File: config.mk
export PLATFORM = sky130hd
export DESIGN_NAME = cpu_mem_arbiter_flat
export DESIGN_NICKNAME = d
export VERILOG_FILES = /design/src/rtl/cpu_mem_arbiter_if.sv /design/src/rtl/cpu_mem_arbiter.sv /design/src/flat_wrapper.sv
export SDC_FILE = /design/constraint.sdc
export NUM_CORES = 1
export LEC_CHECK = 0
export ABC_AREA = 1
export ABC_CLOCK_PERIOD_IN_PS = 2100
export CORE_AREA = 2 2 108 110
export CTS_CLUSTER_DIAMETER = 100
export CTS_CLUSTER_SIZE = 28
export DETAILED_ROUTE_END_ITERATION = 10
export DIE_AREA = 0 0 110 112
export PLACE_DENSITY = 0.61
export SETUP_SLACK_MARGIN = 0.4
export SYNTH_ARGS = -nofsm -noshare
export SYNTH_HDL_FRONTEND = slang
export SYNTH_SLANG_ARGS = --single-unit
File: constraint.sdc
create_clock -name i_clk -period 2.1 [get_ports i_clk]
set_input_delay 0.42 -clock i_clk [delete_from_list [all_inputs] [get_ports i_clk]]
set_output_delay 0.42 -clock i_clk [all_outputs]
set_load 0.1 [all_outputs]
File: src/rtl/cpu_mem_arbiter_if.sv
// Bus bundle between the CPU requesters, the arbiter and the backing memory.
// Signal names keep the arbiter's point of view (i_* into the arbiter,
// o_* out of it).
//   slave  : arbiter side (reads i_*, drives o_*)
//   master : requester/memory side (drives i_*, reads o_*)
//   fetch  : i_if_req_valid, i_if_addr / o_if_req_ready, o_if_res_valid, o_if_rdata
//   data   : i_d_req_valid, i_d_addr, i_d_we, i_d_be, i_d_wdata /
//            o_d_req_ready, o_d_res_valid, o_d_rdata
//   memory : o_m_req_valid, o_m_addr, o_m_we, o_m_be, o_m_wdata /
//            i_m_req_ready, i_m_res_valid, i_m_rdata
//   status : o_busy, o_owner, o_err
interface cpu_mem_arbiter_if #(
  parameter int unsigned XLEN = 32
);
  localparam int unsigned BE_W = XLEN / 8;

  logic            i_if_req_valid;
  logic [XLEN-1:0] i_if_addr;
  logic            o_if_req_ready;
  logic            o_if_res_valid;
  logic [XLEN-1:0] o_if_rdata;

  logic            i_d_req_valid;
  logic [XLEN-1:0] i_d_addr;
  logic            i_d_we;
  logic [BE_W-1:0] i_d_be;
  logic [XLEN-1:0] i_d_wdata;
  logic            o_d_req_ready;
  logic            o_d_res_valid;
  logic [XLEN-1:0] o_d_rdata;

  logic            o_m_req_valid;
  logic            i_m_req_ready;
  logic [XLEN-1:0] o_m_addr;
  logic [XLEN-1:0] o_m_wdata;
  logic            o_m_we;
  logic [BE_W-1:0] o_m_be;
  logic            i_m_res_valid;
  logic [XLEN-1:0] i_m_rdata;

  logic            o_busy;
  logic            o_owner;
  logic            o_err;

  modport slave (
    input  i_if_req_valid, i_if_addr,
    output o_if_req_ready, o_if_res_valid, o_if_rdata,
    input  i_d_req_valid, i_d_addr, i_d_we, i_d_be, i_d_wdata,
    output o_d_req_ready, o_d_res_valid, o_d_rdata,
    output o_m_req_valid, o_m_addr, o_m_wdata, o_m_we, o_m_be,
    input  i_m_req_ready, i_m_res_valid, i_m_rdata,
    output o_busy, o_owner, o_err
  );

  modport master (
    output i_if_req_valid, i_if_addr,
    input  o_if_req_ready, o_if_res_valid, o_if_rdata,
    output i_d_req_valid, i_d_addr, i_d_we, i_d_be, i_d_wdata,
    input  o_d_req_ready, o_d_res_valid, o_d_rdata,
    input  o_m_req_valid, o_m_addr, o_m_wdata, o_m_we, o_m_be,
    output i_m_req_ready, i_m_res_valid, i_m_rdata,
    input  o_busy, o_owner, o_err
  );
endinterface

File: src/rtl/cpu_mem_arbiter.sv
// Round-robin arbiter sharing one memory port between instruction fetch and
// the MEM-stage data requester. One transaction outstanding at a time;
// responses go only to the requester that owns the transaction.
// Ports:
//   i_clk   : clock, rising edge
//   i_reset : synchronous active-high reset
//   arb_if  : cpu_mem_arbiter_if.slave (fetch, data, memory and status buses)
// Optional feature: define MEM_ARB_TIMEOUT_EN to enable a watchdog that ends a
// transaction after TIMEOUT_CYCLES cycles with o_err and rdata 0xDEADBEEF.
module cpu_mem_arbiter #(
  parameter int unsigned XLEN           = 32,
  parameter int unsigned TIMEOUT_CYCLES = 64
) (
  input  logic             i_clk,
  input  logic             i_reset,
  cpu_mem_arbiter_if.slave arb_if
);

  localparam int unsigned BE_W = XLEN / 8;
  localparam logic [XLEN-1:0] TMO_RDATA = XLEN'(32'hDEAD_BEEF);

  typedef enum logic [1:0] {
    ST_IDLE  = 2'd0,
    ST_ISSUE = 2'd1,
    ST_WAIT  = 2'd2
  } state_e;

  state_e          state_q;
  logic            owner_q;   // 0 = fetch, 1 = data; doubles as last_grant
  logic            we_q;      // owner is a data write (rdata forced to 0)

  logic            in_issue_c;
  logic            in_wait_c;
  logic            any_req_c;
  logic            grant_c;
  logic            accept_c;
  logic            resp_c;
  logic            tmo_c;
  logic            done_c;
  logic            ready_c;
  logic [XLEN-1:0] rsp_data_c;

`ifdef MEM_ARB_TIMEOUT_EN
  localparam int unsigned CNT_W = $clog2(TIMEOUT_CYCLES + 1);
  logic [CNT_W-1:0] cnt_q;
`endif

  // Transaction events; reset masks everything so nothing leaks out mid-reset.
  always_comb begin
    in_issue_c = (state_q == ST_ISSUE) & ~i_reset;
    in_wait_c  = (state_q == ST_WAIT)  & ~i_reset;
    any_req_c  = arb_if.i_if_req_valid | arb_if.i_d_req_valid;
    // Tie goes to whoever was not granted last; otherwise the lone requester.
    if (arb_if.i_if_req_valid && arb_if.i_d_req_valid) begin
      grant_c = ~owner_q;
    end else begin
      grant_c = arb_if.i_d_req_valid;
    end
    accept_c = in_issue_c & arb_if.i_m_req_ready;
    resp_c   = (accept_c & arb_if.i_m_res_valid) | (in_wait_c & arb_if.i_m_res_valid);
`ifdef MEM_ARB_TIMEOUT_EN
    // Fires in the TIMEOUT_CYCLES-th cycle spent in ISSUE/WAIT; a real
    // response in that same cycle wins.
    tmo_c = (in_issue_c | in_wait_c) & ~resp_c &
            (cnt_q == CNT_W'(TIMEOUT_CYCLES - 1));
`else
    // Watchdog absent; the parameter stays referenced so both builds match.
    tmo_c = 1'b0 & (TIMEOUT_CYCLES != 0);
`endif
    done_c  = resp_c | tmo_c;
    // A timeout in ISSUE still owes the requester its accept pulse.
    ready_c = accept_c | (tmo_c & in_issue_c);
    if (tmo_c) begin
      rsp_data_c = TMO_RDATA;
    end else if (owner_q && we_q) begin
      rsp_data_c = '0;
    end else begin
      rsp_data_c = arb_if.i_m_rdata;
    end
  end

  // Memory bus mux and requester handshakes.
  always_comb begin
    arb_if.o_m_req_valid  = 1'b0;
    arb_if.o_m_addr       = '0;
    arb_if.o_m_wdata      = '0;
    arb_if.o_m_we         = 1'b0;
    arb_if.o_m_be         = '0;
    arb_if.o_if_req_ready = 1'b0;
    arb_if.o_if_res_valid = 1'b0;
    arb_if.o_if_rdata     = '0;
    arb_if.o_d_req_ready  = 1'b0;
    arb_if.o_d_res_valid  = 1'b0;
    arb_if.o_d_rdata      = '0;
    if (in_issue_c) begin
      arb_if.o_m_req_valid = 1'b1;
      if (owner_q) begin
        arb_if.o_m_addr  = arb_if.i_d_addr;
        arb_if.o_m_wdata = arb_if.i_d_wdata;
        arb_if.o_m_we    = arb_if.i_d_we;
        arb_if.o_m_be    = arb_if.i_d_be;
      end else begin
        arb_if.o_m_addr  = arb_if.i_if_addr;
        arb_if.o_m_be    = {BE_W{1'b1}};
      end
    end
    if (owner_q) begin
      arb_if.o_d_req_ready = ready_c;
      arb_if.o_d_res_valid = done_c;
      if (done_c) arb_if.o_d_rdata = rsp_data_c;
    end else begin
      arb_if.o_if_req_ready = ready_c;
      arb_if.o_if_res_valid = done_c;
      if (done_c) arb_if.o_if_rdata = rsp_data_c;
    end
    arb_if.o_busy  = in_issue_c | in_wait_c;
    arb_if.o_owner = owner_q & ~i_reset;
    arb_if.o_err   = tmo_c;
  end

  // Arbitration FSM.
  always_ff @(posedge i_clk) begin
    if (i_reset) begin
      state_q <= ST_IDLE;
      owner_q <= 1'b0;
      we_q    <= 1'b0;
    end else begin
      unique case (state_q)
        ST_IDLE: begin
          if (any_req_c) begin
            owner_q <= grant_c;
            we_q    <= grant_c & arb_if.i_d_we;
            state_q <= ST_ISSUE;
          end
        end
        ST_ISSUE: begin
          if (done_c) begin
            state_q <= ST_IDLE;
          end else if (accept_c) begin
            state_q <= ST_WAIT;
          end
        end
        ST_WAIT: begin
          if (done_c) state_q <= ST_IDLE;
        end
        default: state_q <= ST_IDLE;
      endcase
    end
  end

`ifdef MEM_ARB_TIMEOUT_EN
  // Watchdog: zero while idle (so it restarts on entering ISSUE), counts otherwise.
  always_ff @(posedge i_clk) begin
    if (i_reset || state_q == ST_IDLE) begin
      cnt_q <= '0;
    end else begin
      cnt_q <= cnt_q + CNT_W'(1);
    end
  end
`endif

endmodule

File: src/flat_wrapper.sv
// flat-port wrapper written by rule: the top's interface ports become plain ports
module cpu_mem_arbiter_flat 
#(
  parameter int unsigned XLEN           = 32,
  parameter int unsigned TIMEOUT_CYCLES = 64
)
  (i_clk, i_reset, arb_if_i_if_req_valid, arb_if_i_if_addr, arb_if_o_if_req_ready, arb_if_o_if_res_valid, arb_if_o_if_rdata, arb_if_i_d_req_valid, arb_if_i_d_addr, arb_if_i_d_we, arb_if_i_d_be, arb_if_i_d_wdata, arb_if_o_d_req_ready, arb_if_o_d_res_valid, arb_if_o_d_rdata, arb_if_o_m_req_valid, arb_if_o_m_addr, arb_if_o_m_wdata, arb_if_o_m_we, arb_if_o_m_be, arb_if_i_m_req_ready, arb_if_i_m_res_valid, arb_if_i_m_rdata, arb_if_o_busy, arb_if_o_owner, arb_if_o_err);
  cpu_mem_arbiter_if #(.XLEN(XLEN)) arb_if_i ();
  input  logic i_clk;
  input  logic i_reset;
  input wire logic [$bits(arb_if_i.i_if_req_valid)-1:0] arb_if_i_if_req_valid;
  input wire logic [$bits(arb_if_i.i_if_addr)-1:0] arb_if_i_if_addr;
  output wire logic [$bits(arb_if_i.o_if_req_ready)-1:0] arb_if_o_if_req_ready;
  output wire logic [$bits(arb_if_i.o_if_res_valid)-1:0] arb_if_o_if_res_valid;
  output wire logic [$bits(arb_if_i.o_if_rdata)-1:0] arb_if_o_if_rdata;
  input wire logic [$bits(arb_if_i.i_d_req_valid)-1:0] arb_if_i_d_req_valid;
  input wire logic [$bits(arb_if_i.i_d_addr)-1:0] arb_if_i_d_addr;
  input wire logic [$bits(arb_if_i.i_d_we)-1:0] arb_if_i_d_we;
  input wire logic [$bits(arb_if_i.i_d_be)-1:0] arb_if_i_d_be;
  input wire logic [$bits(arb_if_i.i_d_wdata)-1:0] arb_if_i_d_wdata;
  output wire logic [$bits(arb_if_i.o_d_req_ready)-1:0] arb_if_o_d_req_ready;
  output wire logic [$bits(arb_if_i.o_d_res_valid)-1:0] arb_if_o_d_res_valid;
  output wire logic [$bits(arb_if_i.o_d_rdata)-1:0] arb_if_o_d_rdata;
  output wire logic [$bits(arb_if_i.o_m_req_valid)-1:0] arb_if_o_m_req_valid;
  output wire logic [$bits(arb_if_i.o_m_addr)-1:0] arb_if_o_m_addr;
  output wire logic [$bits(arb_if_i.o_m_wdata)-1:0] arb_if_o_m_wdata;
  output wire logic [$bits(arb_if_i.o_m_we)-1:0] arb_if_o_m_we;
  output wire logic [$bits(arb_if_i.o_m_be)-1:0] arb_if_o_m_be;
  input wire logic [$bits(arb_if_i.i_m_req_ready)-1:0] arb_if_i_m_req_ready;
  input wire logic [$bits(arb_if_i.i_m_res_valid)-1:0] arb_if_i_m_res_valid;
  input wire logic [$bits(arb_if_i.i_m_rdata)-1:0] arb_if_i_m_rdata;
  output wire logic [$bits(arb_if_i.o_busy)-1:0] arb_if_o_busy;
  output wire logic [$bits(arb_if_i.o_owner)-1:0] arb_if_o_owner;
  output wire logic [$bits(arb_if_i.o_err)-1:0] arb_if_o_err;
  assign arb_if_i.i_if_req_valid = arb_if_i_if_req_valid;
  assign arb_if_i.i_if_addr = arb_if_i_if_addr;
  assign arb_if_o_if_req_ready = arb_if_i.o_if_req_ready;
  assign arb_if_o_if_res_valid = arb_if_i.o_if_res_valid;
  assign arb_if_o_if_rdata = arb_if_i.o_if_rdata;
  assign arb_if_i.i_d_req_valid = arb_if_i_d_req_valid;
  assign arb_if_i.i_d_addr = arb_if_i_d_addr;
  assign arb_if_i.i_d_we = arb_if_i_d_we;
  assign arb_if_i.i_d_be = arb_if_i_d_be;
  assign arb_if_i.i_d_wdata = arb_if_i_d_wdata;
  assign arb_if_o_d_req_ready = arb_if_i.o_d_req_ready;
  assign arb_if_o_d_res_valid = arb_if_i.o_d_res_valid;
  assign arb_if_o_d_rdata = arb_if_i.o_d_rdata;
  assign arb_if_o_m_req_valid = arb_if_i.o_m_req_valid;
  assign arb_if_o_m_addr = arb_if_i.o_m_addr;
  assign arb_if_o_m_wdata = arb_if_i.o_m_wdata;
  assign arb_if_o_m_we = arb_if_i.o_m_we;
  assign arb_if_o_m_be = arb_if_i.o_m_be;
  assign arb_if_i.i_m_req_ready = arb_if_i_m_req_ready;
  assign arb_if_i.i_m_res_valid = arb_if_i_m_res_valid;
  assign arb_if_i.i_m_rdata = arb_if_i_m_rdata;
  assign arb_if_o_busy = arb_if_i.o_busy;
  assign arb_if_o_owner = arb_if_i.o_owner;
  assign arb_if_o_err = arb_if_i.o_err;
  cpu_mem_arbiter #(.XLEN(XLEN), .TIMEOUT_CYCLES(TIMEOUT_CYCLES)) u_core (.i_clk(i_clk), .i_reset(i_reset), .arb_if(arb_if_i));
endmodule
Yosys cells after proc, flatten, opt, wreduce, memory -nomap -nowiden
Cells that the tools add are included.

operators by class
  equality and inequality tests = 5
  mux-type cells = 23
  bitwise logic cells = 12
  reductions and logical operators = 5

operators by type and width
  kind                                                                      count
  32-bit two-way mux                                                        8
  1-bit two-way mux                                                         8
  2-bit two-way mux                                                         4
  4-bit two-way mux                                                         2
  1-bit AND                                                                 7
  2-bit one-hot mux with 3 select lines                                     1
  2-bit by 1-bit inequality test with 1-bit output (second input constant)  2
  3-bit by 1-bit inequality test with 1-bit output (second input constant)  1
  1-bit bitwise OR                                                          3
  3-bit AND reduction                                                       1
  2-bit by 1-bit == test with 1-bit output (second input constant)          1
  2-bit == test (second input constant)                                     1
  1-bit logical AND                                                         2
  2-bit zero test                                                           1
  1-bit inverter                                                            2
  2-bit AND reduction                                                       1

storage, ports and cells
  register bits after elaboration = 4
  output and inout port bits = 141

Depth between registers and ports, before layout
  word-level depth = 7
  mapped depth = 8

Worst setup path after synthesis
OpenSTA, ideal clock, no wires.

  kind = reg2out
  from = register u_core.owner_q
  to = output port arb_if_o_m_we
  arrival time = 4106 ps
  data required time = 1680 ps
  setup slack = -2426 ps
  cell stages (with the launch flop) = 6
  buffers on the path = 1
  cell sequence = dfxtp_1 -> buf_2 -> inv_2 -> nor2_1 -> inv_2 -> nor3_1

on the way
  longest elaborated chain between the ends = 2

RTL lines
  item                    line                    text
  start, declared         cpu_mem_arbiter.sv:29   logic owner_q;
  start signal, assigned  cpu_mem_arbiter.sv:131  owner_q <= grant_c;
  1-bit two-way mux       cpu_mem_arbiter.sv:97   if (owner_q) begin
  1-bit two-way mux       cpu_mem_arbiter.sv:95   if (in_issue_c) begin
  end, declared           flat_wrapper.sv:27      output wire logic [$bits(arb_if_i.o_m_we)-1:0] arb_if_o_m_we;

Every way passes these cells.

Worst setup path in the final report
  from = register u_core.state_q[1]
  to = output port arb_if_o_d_rdata[5]

on the way
  longest elaborated chain between the ends = 7

RTL lines
  item                                      line                    text
  start, declared                           cpu_mem_arbiter.sv:28   state_e state_q;
  start signal, assigned                    cpu_mem_arbiter.sv:124  state_q <= ST_IDLE;
  start signal, assigned                    cpu_mem_arbiter.sv:133  state_q <= ST_ISSUE;
  start signal, assigned                    cpu_mem_arbiter.sv:138  state_q <= ST_IDLE;
  2-bit by 1-bit == test with 1-bit output  cpu_mem_arbiter.sv:50   in_issue_c = (state_q == ST_ISSUE) & ~i_reset;
  1-bit AND                                 cpu_mem_arbiter.sv:50
  1-bit AND                                 cpu_mem_arbiter.sv:59   accept_c = in_issue_c & arb_if.i_m_req_ready;
  1-bit AND                                 cpu_mem_arbiter.sv:60   resp_c = (accept_c & arb_if.i_m_res_valid) | (in_wait_c & arb_if.i_m_res_valid);
  1-bit bitwise OR (*)                      cpu_mem_arbiter.sv:60
  32-bit two-way mux (*)                    cpu_mem_arbiter.sv:110  if (done_c) arb_if.o_d_rdata = rsp_data_c;
  32-bit two-way mux (*)                    cpu_mem_arbiter.sv:107  if (owner_q) begin
  end, declared                             flat_wrapper.sv:23      output wire logic [$bits(arb_if_i.o_d_rdata)-1:0] arb_if_o_d_rdata;

Every way passes the cells marked *; elsewhere a longest branch is shown, timed or not.

==> qor.log <==
INFO  clock_tree     h-tree-depth=1
INFO  synthesis      synth-seq-cells=4
INFO  worst_setup_path worstPathBufferInverterCount=4
INFO  routing        route.detailed.drc=0
INFO  final_layout   seq_area=88.8µm²
INFO  sta            report.final.setup_viol=16
INFO  sta            grt_setup_unrepaired=true
INFO  sta            period_needed=2.12ns
INFO  final_layout   utilization=75.8%
INFO  final_layout   post-route-cell-area=8470µm²
INFO  sta            timing.clock.skew=0.00225ns
INFO  floorplan      num_io_pins=280
INFO  sta            layout_setup_ws=-0.0194ns
INFO  sta            timing.final.crit_share=101%
INFO  worst_setup_path critPathSlowestCell=sky130_fd_sc_hd__dfxtp_4
INFO  placement      hpwl=10100µm
INFO  final_layout   total_area_of_multi_input_combinational_cells=2540µm²
INFO  worst_setup_path worstPathRequired=1.68ns
INFO  power_and_ir_drop power_per_cell_area=429nW/µm²
INFO  clock_tree     cts_tree=yes
INFO  final_layout   count_of_filler_cells_inserted_in_the_layout=740
INFO  placement      dpl_cell_area=7450µm²
INFO  synthesis      post_synth.cell_area_avg=5.01µm²
INFO  worst_setup_path timing.critical_path.arrival=1.70ns
INFO  sta            final-max-slew-violation-count=0
INFO  placement      gpl.final_weighted_congestion=0.864
INFO  floorplan      core=11200µm²
INFO  global_route   antenna_found_initial=1
INFO  global_route   globalRoute.totalOverflow=0
INFO  clock_tree     cts.root.buffer_cell=sky130_fd_sc_hd__clkbuf_16
INFO  sta            final-hold-violation-count=0
INFO  clock_tree     cts.clk_slew.worst_paths=0.03ns
INFO  worst_setup_path timing.critical_path.cells=inv_4 > nand2_4 > nor2_4 > nand2_4 > nand2_4 > buf_12 > nand2_8 > clkbuf_16 > nor3_4 > buf_12
INFO  clock_tree     cts_made_buffers=3
INFO  clock_tree     clkSinkCount=4
INFO  min_path       hold_path_class=primary input to flop
INFO  clock_tree     post_cts_hold_buffer_count=0
INFO  worst_setup_path highest_net_fanout_along_the_worst_path=8
INFO  final_layout   flow.area_growth_from_synthesis=392%
INFO  synthesis      netlist-cell-type-count=24
INFO  final_layout   post_route_cells_drive_above_1_share=60.3%
INFO  global_route   grt_pass1_vias=4027
INFO  sta            maxClockFrequency=0.472GHz
INFO  routing        viasPerCell=4.37
INFO  clock_tree     clockBufferDepth=2
INFO  worst_setup_path cp_common_cell=sky130_fd_sc_hd__nand2_4
INFO  run            drv.max_cap_violation_count=0
INFO  run_status     status=finished, violations left
INFO  worst_setup_path path_delay_family=simple AND/OR/NAND/NOR gates
INFO  floorplan      die_w=110µm
INFO  routing        drt_iter0_markers=73
INFO  final_layout   fin_nets=813
INFO  run_status     violations=setup timing
INFO  clock_tree     worst_skew_pair.late_latency=0.22ns
INFO  power_and_ir_drop power.static_leakage=3.34nW
INFO  routing        ant_nets=0
INFO  floorplan      initial_core_util=15.4%
INFO  worst_setup_path critical_path.max_stage_delay=0.34ns
INFO  placement      place.port_buffers=278
INFO  global_route   track_usage=21.6%
INFO  routing        wl_per_cell=16.4µm
INFO  synthesis      syn_inst=344
INFO  worst_setup_path worst_setup_path_start_kind=flop
INFO  global_route   largest_net_degree_at_the_start_of_global_routing=34
INFO  synthesis      synth-seq-area-share=4.65%
INFO  routing        route.vias.total=3562
INFO  floorplan      std_cell_rows=39
INFO  floorplan      die_area=12300µm²
INFO  worst_setup_path critPathCaptureType=output port
INFO  routing        wirelength=13400µm
INFO  synthesis      synth_area=1720µm²
INFO  floorplan      floorplan.die.height=112µm
INFO  global_route   grt_first_pass_wirelength=20900µm
INFO  worst_setup_path criticalPathCategory=flop to output port
INFO  routing        detailedRoute.firstPassIterationCount=4
INFO  synthesis      synthesis.nets=483
INFO  power_and_ir_drop vdd_drop_max=0.324mV
INFO  synthesis      yosysWarningCount=0
INFO  placement      pre_cts_ws=-0.321ns
[layout make-up]
| type | instances | area share (%) |
|---|---|---|
| Multi-Input combinational cell | 265 | 29.9 |
| Sequential cell | 4 | 1.05 |
| Antenna cell | 1 | 0.0295 |
| Inverter | 48 | 2.87 |
| Tap cell | 143 | 2.11 |
| Timing Repair Buffer | 351 | 63.0 |
| Clock buffer | 3 | 0.886 |
| Timing Repair inverter | 1 | 0.103 |
[per-stage QoR]
stage	cells	power, mW	hold slack [ns]	setup TNS, ns
2_1_floorplan	344	1.81	0.460	-55.67
3_3_place_gp	766	2.78	0.516	-27.66
3_5_place_dp	766	2.81	0.535	-29.08
4_1_cts	805	3.56	0.398	-1.03
5_1_grt	816	3.78	0.402	-5.05
6_report	816	3.63	0.399	-0.134
[state kept, by name (all words and copies together), names as in the netlist]
name            flops
u_core.state_q      2
u_core.we_q         1
u_core.owner_q      1
[Yosys cell counts, drive strengths merged]
| cell type | count | area share [%] |
|---|---|---|
| nand2 | 105 | 24 |
| nor2 | 79 | 18 |
| inv | 47 | 10 |
| a21oi | 36 | 10 |
| nor3 | 33 | 18 |
| clkbuf | 15 | 5.0 |
| buf | 12 | 4.7 |
| nand3 | 6 | 2.5 |
| dfxtp | 4 | 4.6 |
| o211ai | 2 | 0.87 |
| clkinv | 1 | 0.22 |
| conb | 1 | 0.22 |
| nand4 | 1 | 0.36 |
| o21ai | 1 | 0.29 |
| o32ai | 1 | 0.51 |
[path summary, 6_finish.rpt]
| kind | start | cells after the start | endpoint | slack [ns] |
|---|---|---|---|---|
| min reg2reg | u_core.we_q$_SDFFE_PP0P_ | 2 | u_core.we_q$_SDFFE_PP0P_ | 0.54 |
| max reg2reg | u_core.state_q[1]$_SDFFE_PP0P_ | 16 | u_core.state_q[1]$_SDFFE_PP0P_ | 0.35 |
| max | u_core.state_q[1]$_SDFFE_PP0P_ | 10 | arb_if_o_d_rdata[5] | -0.02 |
| min | i_reset | 2 | u_core.state_q[0]$_SDFFE_PP0P_ | 0.40 |
[power breakdown]
| part | switching, mW | leakage, nW | internal, mW |
|---|---|---|---|
| registers | 0.0196 | 0.0346 | 0.0929 |
| clock network | 0.0528 | 0.0370 | 0.243 |
| logic | 1.89 | 3.27 | 1.34 |
[per-layer routing]
metal | wire [µm] | track usage, %
met1 | 4190 | 21.3
met2 | 7640 | 42.9
met3 | 1260 | 6.03
met4 | 274 | 4.73
met5 | 0 | 0
[cell families after synthesis]
family	after synthesis	synth area share, %
buffers and inverters	75	20.2
flip-flops	4	4.65
AO/OA/AOI/OAI	40	12.1
AND/OR/NAND/NOR	224	62.8
other	1	0.218
[layout by cell type (no fill, tap or decap), types with 3 or more instances in the layout]
cell type                         netlist  final
sky130_fd_sc_hd__buf_4                  1     20
sky130_fd_sc_hd__nand3_2                0      3
sky130_fd_sc_hd__a21oi_4                0     32
sky130_fd_sc_hd__nor3_4                 0     33
sky130_fd_sc_hd__buf_12                 0    158
sky130_fd_sc_hd__clkdlybuf4s50_1        0    134
sky130_fd_sc_hd__inv_1                 44     40
sky130_fd_sc_hd__clkbuf_16              0      6
sky130_fd_sc_hd__buf_16                 0     10
sky130_fd_sc_hd__nand2_1              101     71
sky130_fd_sc_hd__nor2_4                 1     73
sky130_fd_sc_hd__nand2_2                1     28
sky130_fd_sc_hd__nor2_1                78      6
sky130_fd_sc_hd__a21oi_1               36      4
sky130_fd_sc_hd__nand2_4                3      5
sky130_fd_sc_hd__buf_6                  3     21
[what timing repair did]
action / CTS / global route
endpoints found under the setup margin: 140 / 140
buffers inserted: 24 / 7
endpoints found under the hold margin: 0 / 0
resized for setup: 73 / 19
pin swaps: 34 / 20
gates cloned: 12 / 3
(Power assumes the default switching activity.)
